`src/rtl/pipe_pkg.sv`:
```
// Shared decode definitions for the pipeline: opcodes, ALUOp classes and the
// control bundle carried from ID into EX.
package pipe_pkg;

  localparam logic [5:0] OP_RTYPE = 6'b000000;
  localparam logic [5:0] OP_LW    = 6'b100011;
  localparam logic [5:0] OP_SW    = 6'b101011;
  localparam logic [5:0] OP_BEQ   = 6'b000100;
  localparam logic [5:0] OP_ADDI  = 6'b001000;
  localparam logic [5:0] OP_J     = 6'b000010;

  localparam logic [1:0] ALUOP_ADD   = 2'b00;
  localparam logic [1:0] ALUOP_SUB   = 2'b01;
  localparam logic [1:0] ALUOP_FUNCT = 2'b10;

  typedef struct packed {
    logic       regWrite;
    logic       memToReg;
    logic       memWrite;
    logic [1:0] aluOp;
    logic       aluSrc;
    logic       regDst;
    logic       jump;
    logic       memRead;
  } ctrl_bundle_t;

  // Opcodes that read rt as a source operand (and so can hit a load-use hazard on rt).
  function automatic logic usesRt(input logic [5:0] opcode);
    return (opcode == OP_RTYPE) || (opcode == OP_SW) || (opcode == OP_BEQ);
  endfunction

endpackage

```
`src/rtl/decode_ctrl_table.sv`:
```
// Combinational opcode decoder: opcode -> control bundle, plus an illegal flag
// for anything outside the table (controls forced to 0 in that case).
module decode_ctrl_table
  import pipe_pkg::*;
(
  input  logic [5:0]   opcode,
  output ctrl_bundle_t ctrl,
  output logic         illegal
);

  always_comb begin
    ctrl    = '0;
    illegal = 1'b0;
    case (opcode)
      OP_RTYPE: begin
        ctrl.regWrite = 1'b1;
        ctrl.aluOp    = ALUOP_FUNCT;
        ctrl.regDst   = 1'b1;
      end
      OP_LW: begin
        ctrl.regWrite = 1'b1;
        ctrl.memToReg = 1'b1;
        ctrl.aluOp    = ALUOP_ADD;
        ctrl.aluSrc   = 1'b1;
        ctrl.memRead  = 1'b1;
      end
      OP_SW: begin
        ctrl.memWrite = 1'b1;
        ctrl.aluOp    = ALUOP_ADD;
        ctrl.aluSrc   = 1'b1;
      end
      OP_BEQ: begin
        ctrl.aluOp    = ALUOP_SUB;
      end
      OP_ADDI: begin
        ctrl.regWrite = 1'b1;
        ctrl.aluOp    = ALUOP_ADD;
        ctrl.aluSrc   = 1'b1;
      end
      OP_J: begin
        ctrl.jump     = 1'b1;
      end
      default: begin
        illegal = 1'b1;
      end
    endcase
  end

endmodule

```
`src/rtl/decode_stage_pipe.sv`:
```
// Registered decode stage: decodes one instruction per cycle into the ID/EX
// register with load-use interlock, flush and a saturating bubble counter.
module decode_stage_pipe
  import pipe_pkg::*;
#(
  parameter int XLEN      = 32,
  parameter int REG_W     = 5,
  parameter int ALUOP_W   = 2,
  parameter int CNT_W     = 16,
  parameter bit HAZARD_EN = 1'b1
) (
  input  logic               clk,
  input  logic               rst_n,
  input  logic               flush,
  input  logic               in_valid,
  output logic               in_ready,
  input  logic [31:0]        in_instr,
  input  logic [XLEN-1:0]    in_pc,
  output logic               out_valid,
  input  logic               out_ready,
  output logic               out_reg_write,
  output logic               out_mem_to_reg,
  output logic               out_mem_write,
  output logic               out_alu_src,
  output logic               out_reg_dst,
  output logic               out_jump,
  output logic               out_mem_read,
  output logic [ALUOP_W-1:0] out_alu_op,
  output logic [REG_W-1:0]   out_rs,
  output logic [REG_W-1:0]   out_rt,
  output logic [REG_W-1:0]   out_rd,
  output logic [XLEN-1:0]    out_imm,
  output logic [XLEN-1:0]    out_pc,
  output logic [XLEN-1:0]    out_jump_target,
  output logic               out_illegal,
  output logic [CNT_W-1:0]   stall_count
);

  // Handshake: a word moves on in_valid && in_ready (and out_valid && out_ready);
  // the ID/EX entry holds unchanged while out_valid && !out_ready.
  typedef struct packed {
    logic             valid;
    ctrl_bundle_t     ctrl;
    logic             illegal;
    logic [REG_W-1:0] rs;
    logic [REG_W-1:0] rt;
    logic [REG_W-1:0] rd;
    logic [XLEN-1:0]  imm;
    logic [XLEN-1:0]  pc;
    logic [XLEN-1:0]  jumpTarget;
  } idex_t;

  logic [5:0]       opcode;
  ctrl_bundle_t     decCtrl;
  logic             decIllegal;
  logic [REG_W-1:0] inRs;
  logic [REG_W-1:0] inRt;
  logic             hazard;
  logic             accept;
  idex_t            decEntry;
  idex_t            idEx;
  logic [CNT_W-1:0] stallCount;

  assign opcode = in_instr[31:26];
  assign inRs   = REG_W'(in_instr[25:21]);
  assign inRt   = REG_W'(in_instr[20:16]);

  decode_ctrl_table uCtrlTable (
    .opcode  (opcode),
    .ctrl    (decCtrl),
    .illegal (decIllegal)
  );

  always_comb begin
    decEntry            = '0;
    decEntry.valid      = 1'b1;
    decEntry.ctrl       = decCtrl;
    decEntry.illegal    = decIllegal;
    decEntry.rs         = inRs;
    decEntry.rt         = inRt;
    decEntry.rd         = REG_W'(in_instr[15:11]);
    decEntry.imm        = {{(XLEN-16){in_instr[15]}}, in_instr[15:0]};
    decEntry.pc         = in_pc;
    decEntry.jumpTarget = {in_pc[XLEN-1:28], in_instr[25:0], 2'b00};
  end

  // Load-use: the load in ID/EX writes a register the incoming instruction reads; $0 never counts.
  assign hazard = HAZARD_EN && in_valid && idEx.valid && idEx.ctrl.memRead &&
                  (idEx.rt != '0) &&
                  ((idEx.rt == inRs) || (usesRt(opcode) && (idEx.rt == inRt)));

  assign in_ready = flush || (!hazard && (!idEx.valid || out_ready));
  assign accept   = in_valid && in_ready;

  // Every invalid slot is fully zeroed so no control bit leaks from a bubble.
  always_ff @(posedge clk or negedge rst_n) begin
    if (!rst_n) begin
      idEx       <= '0;
      stallCount <= '0;
    end else if (flush) begin
      idEx <= '0;
    end else if (hazard && out_ready) begin
      idEx <= '0;
      if (stallCount != '1) stallCount <= stallCount + CNT_W'(1);
    end else if (accept) begin
      idEx <= decEntry;
    end else if (out_ready) begin
      idEx <= '0;
    end
  end

  assign out_valid       = idEx.valid;
  assign out_reg_write   = idEx.ctrl.regWrite;
  assign out_mem_to_reg  = idEx.ctrl.memToReg;
  assign out_mem_write   = idEx.ctrl.memWrite;
  assign out_alu_src     = idEx.ctrl.aluSrc;
  assign out_reg_dst     = idEx.ctrl.regDst;
  assign out_jump        = idEx.ctrl.jump;
  assign out_mem_read    = idEx.ctrl.memRead;
  assign out_alu_op      = ALUOP_W'(idEx.ctrl.aluOp);
  assign out_rs          = idEx.rs;
  assign out_rt          = idEx.rt;
  assign out_rd          = idEx.rd;
  assign out_imm         = idEx.imm;
  assign out_pc          = idEx.pc;
  assign out_jump_target = idEx.jumpTarget;
  assign out_illegal     = idEx.illegal;
  assign stall_count     = stallCount;

endmodule

```
`config.mk`:
```
export PLATFORM = sky130hd
export DESIGN_NAME = decode_stage_pipe
export DESIGN_NICKNAME = d
export VERILOG_FILES = /design/src/rtl/pipe_pkg.sv /design/src/rtl/decode_ctrl_table.sv /design/src/rtl/decode_stage_pipe.sv
export SDC_FILE = /design/constraint.sdc
export NUM_CORES = 1
export LEC_CHECK = 0
export ABC_CLOCK_PERIOD_IN_PS = 2200
export BUFFER_PORTS_ARGS = -buffer_cell sky130_fd_sc_hd__buf_2
export CORE_ASPECT_RATIO = 1.4
export CORE_MARGIN = 2
export CORE_UTILIZATION = 44
export CTS_BUF_LIST = sky130_fd_sc_hd__clkbuf_4 sky130_fd_sc_hd__clkbuf_8 sky130_fd_sc_hd__clkbuf_16
export DETAILED_ROUTE_END_ITERATION = 8
export GPL_TIMING_DRIVEN = 0
export PLACE_DENSITY_LB_ADDON = 0.25
export SLEW_MARGIN = 0
export SYNTH_ARGS = -nofsm -noshare
export SYNTH_HDL_FRONTEND = slang
export SYNTH_HIERARCHICAL = 1
export SYNTH_SLANG_ARGS = --single-unit
```
`constraint.sdc`:
```
create_clock -name clk -period 2.2 [get_ports clk]
set_input_delay 0 -clock clk [delete_from_list [all_inputs] [get_ports clk]]
set_output_delay 0 -clock clk [all_outputs]
set_load 0.01 [all_outputs]
```
==> out/summary.txt, run 1 <==
Reg-to-reg endpoint: stall_count[15]$_DFFE_PN0P_
DRC viols: 0
TNS Setup: 0 ns
R2R setup slack: 0.09 ns
Final Util: 0.6908
Skew-Pair Late Insertion Delay: 0.33 ns
Worst Setup SP: out_rt[1]$_DFFE_PN0P_
DR WL/cell: 15.84 µm
Largest net degree at the start of global routing: 69
CTS sink cnt: 85
Row cnt: 41
Syn Inst Count: 332
Iter 0 DRT Violations: 164
Core area: 8875 µm²
Post-synth top area share: 0.5356
Buffers on Ports: 205
Clock buffer depth: 2
EDFF count, synth: 0
Routed WL: 11.44 mm
Register area share after synthesis: 0.5356
Power per standard cell area: 634.2 nW/µm²
Nets@finish: 680
Top cells by area, synth: dfrtp_1 (54%), a22o_1 (15%), buf_4 (11%)
Worst rel slew slack: 0.5939
Largest delay contributor family on the critical path: simple AND/OR/NAND/NOR gates
FMAX: 473.4 MHz
Crit Path Max Fanout: 7
Final min period: 2.113 ns
Post-CTS Setup Inserts: 0
Finished Cell Area: 6131 µm²
DP HPWL: 7.704 mm
Slew @ Worst Pin: 0.6092 ns
Die X: 84.29 µm
FF-to-FF path depth: 7
Main synth FF type: dfrtp_1
Fraction of the cycle the final worst path needs: 0.9602
Count of final setup violators: 0
Clock Skew: 0.005586 ns
Vias after detailed routing: 3707
Die ar.: 9812 µm²
Async SR Flop Fraction: 1.000
Synth cell types: 40
RSZ-0062 raised after global routing: no
Most frequent cells in the layout: buf_2 (211), dfrtp_1 (81), a22o_1 (68)
Gpl congestion: 0.8340
Commonest non-fill, non-tap cell in the layout: buf_2
CP bufs+invs: 1
Share of layout cells above drive strength 1: 0.4976
Antenna fix cells: 0
Synth area leader: dfrtp_1
Slowest library cell on the worst path: or4_4
CP Capture Type: register
Die Y: 116.4 µm
First drt pass iteration count: 4
Hold Path Class: in -> reg
P&R area growth vs syn: 54.38%
Crit start category: register
Critical-path cell list: or4_4, o2111a_1, and3_1, buf_2, nor4b_1, nand4_1, xnor2_1
Req. time, crit path: 2.46 ns
Post-synthesis cell area: 3971 µm²
Placed instance area: 5165 µm²
WP depth: 7
Mapped Avg Cell Area: 11.96 µm²
Vias in the first global route: 3653
Outcome: completed
Ports: 208
Critical setup path kind: reg -> reg
Vias per Instance: 5.134
Peak VDD IR: 0.0004843 V
TritonCTS clock tree: done
Root buffer cell: clkbuf_16
CP arrival: 2.37 ns
First-pass GRT wire length: 17.98 mm
Maxcap violations: 0
YS warnings: 6
Initial antenna violation count: 0
Leakage: 0.003393 µW
GRT Util Overall: 0.2306
Post-DRT Antenna Nets: 0
Hold Fails Final Rpt: 0
Slowest cell delay on critical path: 0.57 ns
Inserted Clock Buffers: 9
Max reg flops: 31
Fill count: 664
H-tree depth: 3
GRT Residual Overflow: 0
Worst R2R Start: out_rt[1]$_DFFE_PN0P_
Initial Util: 0.4475
Clock-pin slew on the worst setup and hold paths: 0.06 ns
Final slew viol count: 0
Worst Setup EP: stall_count[15]$_DFFE_PN0P_
Yosys reg bits: 85
worst min path at each step:
| stage | start | endpoint | slack [ns] | cells after the start |
|---|---|---|---|---|
| 6_report | in_valid | out_valid$_DFFE_PN0P_ | 0.02 | 3 |
| 5_1_grt | out_ready | out_valid$_DFFE_PN0P_ | 0.03 | 3 |
| 3_5_place_dp | rst_n | out_pc[14]$_DFFE_PN0P_ | -0.11 | 1 |
| 2_1_floorplan | rst_n | out_alu_op[0]$_DFFE_PN0P_ | -0.30 | 0 |
| 4_1_cts | in_valid | out_valid$_DFFE_PN0P_ | 0.005 | 3 |
| 3_3_place_gp | in_pc[13] | out_pc[13]$_DFFE_PN0P_ | 0.22 | 2 |
metrics by stage:
step | std cells | power (µW) | hold slack [ns] | setup slack, ns
global placement | 645 | 2194 | 0.2239 | -0.01335
global route | 722 | 4053 | 0.03046 | 0.008190
finish | 722 | 3888 | 0.02219 | 0.08748
detailed placement | 646 | 2211 | -0.1102 | -0.02555
floorplan | 333 | 1951 | -0.2956 | 0.2035
CTS | 722 | 3918 | 0.004589 | 0.009929
kinds of logic (layout without fill, tap and decap cells):
kind of cell,after synthesis,count (layout),share of synthesized area
compound gates,81,81,0.1745
xor+xnor,22,22,0.04852
fa+ha+maj,1,1,0.003150
buf+inv,75,357,0.1298
flops,85,85,0.5356
mux,3,3,0.008506
other cells,1,2,0.0009443
simple gates,64,64,0.09893
cell usage after synthesis (2+ instances only):
cell type  count
a211oi_1       2
a21oi_1        2
a22o_1        68
and3_1         7
and4_1         2
and4b_1        2
buf_2          7
buf_4         56
buf_6          2
clkbuf_1       7
dfrtp_1       85
inv_1          3
mux2_2         3
nand2_1       10
nand3_1        9
nand4_1        9
nor2_1         5
nor3_1         2
nor4_1         6
nor4b_1        3
o21ai_1        2
or4_1          2
xnor2_1       13
xor2_1         9
final cells by class:
cell class	count	area, µm²	share of cell area
inverters	3	11.26	0.001837
plain buffers	72	508.0	0.08286
clock inverters	6	87.58	0.01429
repair buffers	266	1657	0.2702
multi-input cells	173	1369	0.2233
flip-flops and latches	85	2132	0.3478
clock buffers	10	232.7	0.03796
well taps	107	133.9	0.02184
per-layer routing:
layer	share of wire	up-vias	global-route usage
li1	-	1735	-
met1	0.40	1787	0.2821
met2	0.51	158	0.3910
met3	0.064	27	0.05300
met4	0.030	0	0.1043
met5	0	-	0
what timing repair did:
item                       in CTS  in global routing
setup endpoints to repair      21                 71
hold buffers                   60                  0
hold endpoints to repair      144                  0
pin swaps                       1                  2
resized for setup               4                  9
cloned                          0                  0
where the power goes:
part           internal (µW)  leakage, µW  switching [µW]
Clock                   1010     0.000160             599
Combinational            327      0.00208             279
Sequential              1620      0.00115            55.1
worst reg2reg max path: stages, from the launching register on:
cell	delay [ns]
dfrtp_2	0.45
or4_4	0.57
o2111a_1	0.29
and3_1	0.19
buf_2	0.16
nor4b_1	0.16
nand4_1	0.11
xnor2_1	0.12
No activity file was read; power rests on OpenSTA's default activity.
==> run 2: changes to the inputs <==
--- a/config.mk
+++ b/config.mk
@@ -5,7 +5,7 @@
 export SDC_FILE = /design/constraint.sdc
 export NUM_CORES = 1
 export LEC_CHECK = 0
-export ABC_CLOCK_PERIOD_IN_PS = 2200
+export ABC_CLOCK_PERIOD_IN_PS = 2500
 export BUFFER_PORTS_ARGS = -buffer_cell sky130_fd_sc_hd__buf_2
 export CORE_ASPECT_RATIO = 1.4
 export CORE_MARGIN = 2
@@ -17,5 +17,4 @@
 export SLEW_MARGIN = 0
 export SYNTH_ARGS = -nofsm -noshare
 export SYNTH_HDL_FRONTEND = slang
-export SYNTH_HIERARCHICAL = 1
 export SYNTH_SLANG_ARGS = --single-unit
==> constraint.sdc (replaced) <==
create_clock -name clk -period 2.5 [get_ports clk]
set_input_delay 0.5 -clock clk [delete_from_list [all_inputs] [get_ports clk]]
set_output_delay 0.5 -clock clk [all_outputs]
set_load 0.01 [all_outputs]
==> run 2 against run 1 <==
The flow now finishes with violations (negative setup slack); sequential cell count is 1 lower; setup slack worse by 0.30 ns; synthesized cell count is 2.1% lower; hold slack better by 0.093 ns; clock power is 24% lower; final cell count is 8.6% lower; first-iteration DRC count is 48% lower; sequential share of layout area is 3.7 points higher; synthesized area is 1.7% lower; largest cell class is now sequential cells; highest routed layer unchanged.
==> out/summary.txt, run 2 <==
Outcome: finished, violations left
Failing checks: negative setup slack
CP arrival: 2.21 ns
Clock-pin slew on the worst setup and hold paths: 0.06 ns
Post-synth top area share: 0.5383
Share of layout cells above drive strength 1: 0.5459
Slowest library cell on the worst path: or4_4
Fill count: 728
Antenna fix cells: 0
Cts hold-fix bufs: 0
Ports: 208
Die X: 83.62 µm
Final slew viol count: 0
Async SR Flop Fraction: 1.000
Top cells by area, synth: dfrtp_1 (54%), a22o_1 (14%), buf_4 (10%)
CP Capture Type: output port
Yosys reg bits: 84
Clock buffer depth: 2
Routed WL: 10.29 mm
First drt pass iteration count: 6
Total power: 3138 µW
Count of final setup violators: 1
Vias per Instance: 4.971
Die Y: 115.5 µm
Largest net degree at the start of global routing: 52
Initial antenna violation count: 0
Met3 Use GR: 0.04487
Hold Path Class: in -> async
DP HPWL: 7.505 mm
Maxcap violations: 0
RSZ-0062 raised after global routing: yes
Inserted Clock Buffers: 9
H-tree depth: 3
P&R area growth vs syn: 40.18%
Crit Path Max Fanout: 3
Main synth FF type: dfrtp_1
Commonest cells in the netlist: dfrtp_1 (84), a22o_1 (61), buf_4 (54), xor2_1 (19), nand2_1 (16)
Nets@finish: 620
EDFF count, synth: 0
Initial Util: 0.4536
YS warnings: 0
Die ar.: 9655 µm²
CTS sink cnt: 84
Crit start category: register
Post-DRT Antenna Nets: 0
Buffers on Ports: 204
Vias after detailed routing: 3281
Critical-path cell list: or4_4, o211ai_4, and3b_2, a21o_4, nand2_4, a21o_1, buf_2
Synth area leader: dfrtp_1
Busiest grt layer: met2
GR Util met2: 0.3536
Final setup margin: -0.2115 ns
Mapped Avg Cell Area: 12.02 µm²
Hold Fails Final Rpt: 0
Row cnt: 40
Int Pwr: 2381 µW
FMAX: 368.8 MHz
Peak VDD IR: 0.0003432 V
GRT Util Overall: 0.2085
Synth cell types: 38
Register area share after synthesis: 0.5383
Commonest non-fill, non-tap cell in the layout: buf_2
Most instantiated library cell after synthesis: dfrtp_1
First-pass GRT wire length: 15.94 mm
CP bufs+invs: 1
Place WS: -0.08441 ns
Sw frac: 0.2412
Post-synthesis cell area: 3905 µm²
Core area: 8608 µm²
Fraction of the cycle the final worst path needs: 1.085
GRT Residual Overflow: 0
Clock Skew: 0.006502 ns
Root buffer cell: clkbuf_16
Net Switching: 756.7 µW
Critical setup path kind: reg -> out
Largest delay contributor family on the critical path: simple AND/OR/NAND/NOR gates
Skew-Pair Late Insertion Delay: 0.33 ns
Syn Inst Count: 325
Vias in the first global route: 3190
Met1 Track Usage GR: 0.2620
DR WL/cell: 15.58 µm
Worst rel slew slack: 0.5943
Register share of total power: 0.464
TritonCTS clock tree: done
Clock share of power: 0.393
Leakage: 0.003191 µW
Power per standard cell area: 573.2 nW/µm²
Iter 0 DRT Violations: 86
TNS Setup: -0.2115 ns
Gpl congestion: 0.8368
Most frequent cells in the layout: buf_2 (203), dfrtp_1 (81), buf_4 (63)
DRC viols: 0
Slowest cell delay on critical path: 0.55 ns
Max reg flops: 31
Req. time, crit path: 2.00 ns
Logic pwr share: 0.143
Final min period: 2.711 ns
Slew @ Worst Pin: 0.6049 ns
Final Util: 0.6359
==> run 2: path summary, 6_finish.rpt <==
check	start	end	slack [ns]	depth (start not counted)
max reg2reg	out_rt[2]$_DFFE_PN0P_	out_mem_to_reg$_DFFE_PN0P_	0.12	8
max	out_rt[2]$_DFFE_PN0P_	in_ready	-0.21	7
max in group asynchronous	rst_n	out_rt[2]$_DFFE_PN0P_	1.77	2
min	rst_n	out_pc[19]$_DFFE_PN0P_	0.12	1
min in group clk	flush	out_valid$_DFFE_PN0P_	0.38	2
min reg2reg	out_reg_dst$_DFFE_PN0P_	out_reg_dst$_DFFE_PN0P_	0.47	2
==> run 2: power by group through the flow <==
stage / Combinational, µW / Sequential, µW / Clock (µW)
finish: 448 / 1460 / 1230
global route: 489 / 1460 / 1330
CTS: 453 / 1450 / 1260
detailed placement: 439 / 1480 / 0
global placement: 427 / 1480 / 0
floorplan: 200 / 1500 / 0
==> run 2: kinds of logic (layout without fill, tap and decap cells) <==
family          count (synthesis)  after routing  synth area share
other cells                     1              2         0.0009603
mux                             1              1          0.002883
simple gates                   64             64           0.09260
compound gates                 77             77            0.1717
flops                          84             84            0.5383
buf+inv                        71            300            0.1317
fa+ha+maj                       2              2          0.005767
xor+xnor                       25             25           0.05607
==> run 2: metal layers <==
| layer | vias up | routed length, µm |
|---|---|---|
| met2 | 132 | 5443 |
| met3 | 12 | 636 |
| met1 | 1568 | 4053 |
| li1 | 1569 | - |
| met5 | - | 0 |
| met4 | 0 | 151 |
==> run 2: metrics by stage <==
step	hold WS [ns]	instances	instance area, µm²
global placement	0.4595	635	5061
CTS	0.1226	660	5465
finish	0.1154	660	5474
detailed placement	0.4633	636	5091
global route	0.1404	660	5474
floorplan	0.2044	326	3909
==> run 2: layout make-up <==
| cell class | instances | area (µm²) | share of cell area |
|---|---|---|---|
| flip-flops and latches | 84 | 2106 | 0.3847 |
| multi-input cells | 171 | 1333 | 0.2434 |
| repair buffers | 213 | 1111 | 0.2030 |
| plain buffers | 68 | 503.0 | 0.09189 |
| clock buffers | 14 | 269.0 | 0.04914 |
| well taps | 105 | 131.4 | 0.02400 |
| inverters | 3 | 11.26 | 0.002057 |
| clock inverters | 2 | 10.01 | 0.001829 |
==> run 2: repair_timing <==
| item | 4_1_cts | 5_1_grt |
|---|---|---|
| setup buffers | 8 | 0 |
| gates resized for setup | 10 | 1 |
| pin swaps | 5 | 1 |
| endpoints found under the setup margin | 7 | 1 |
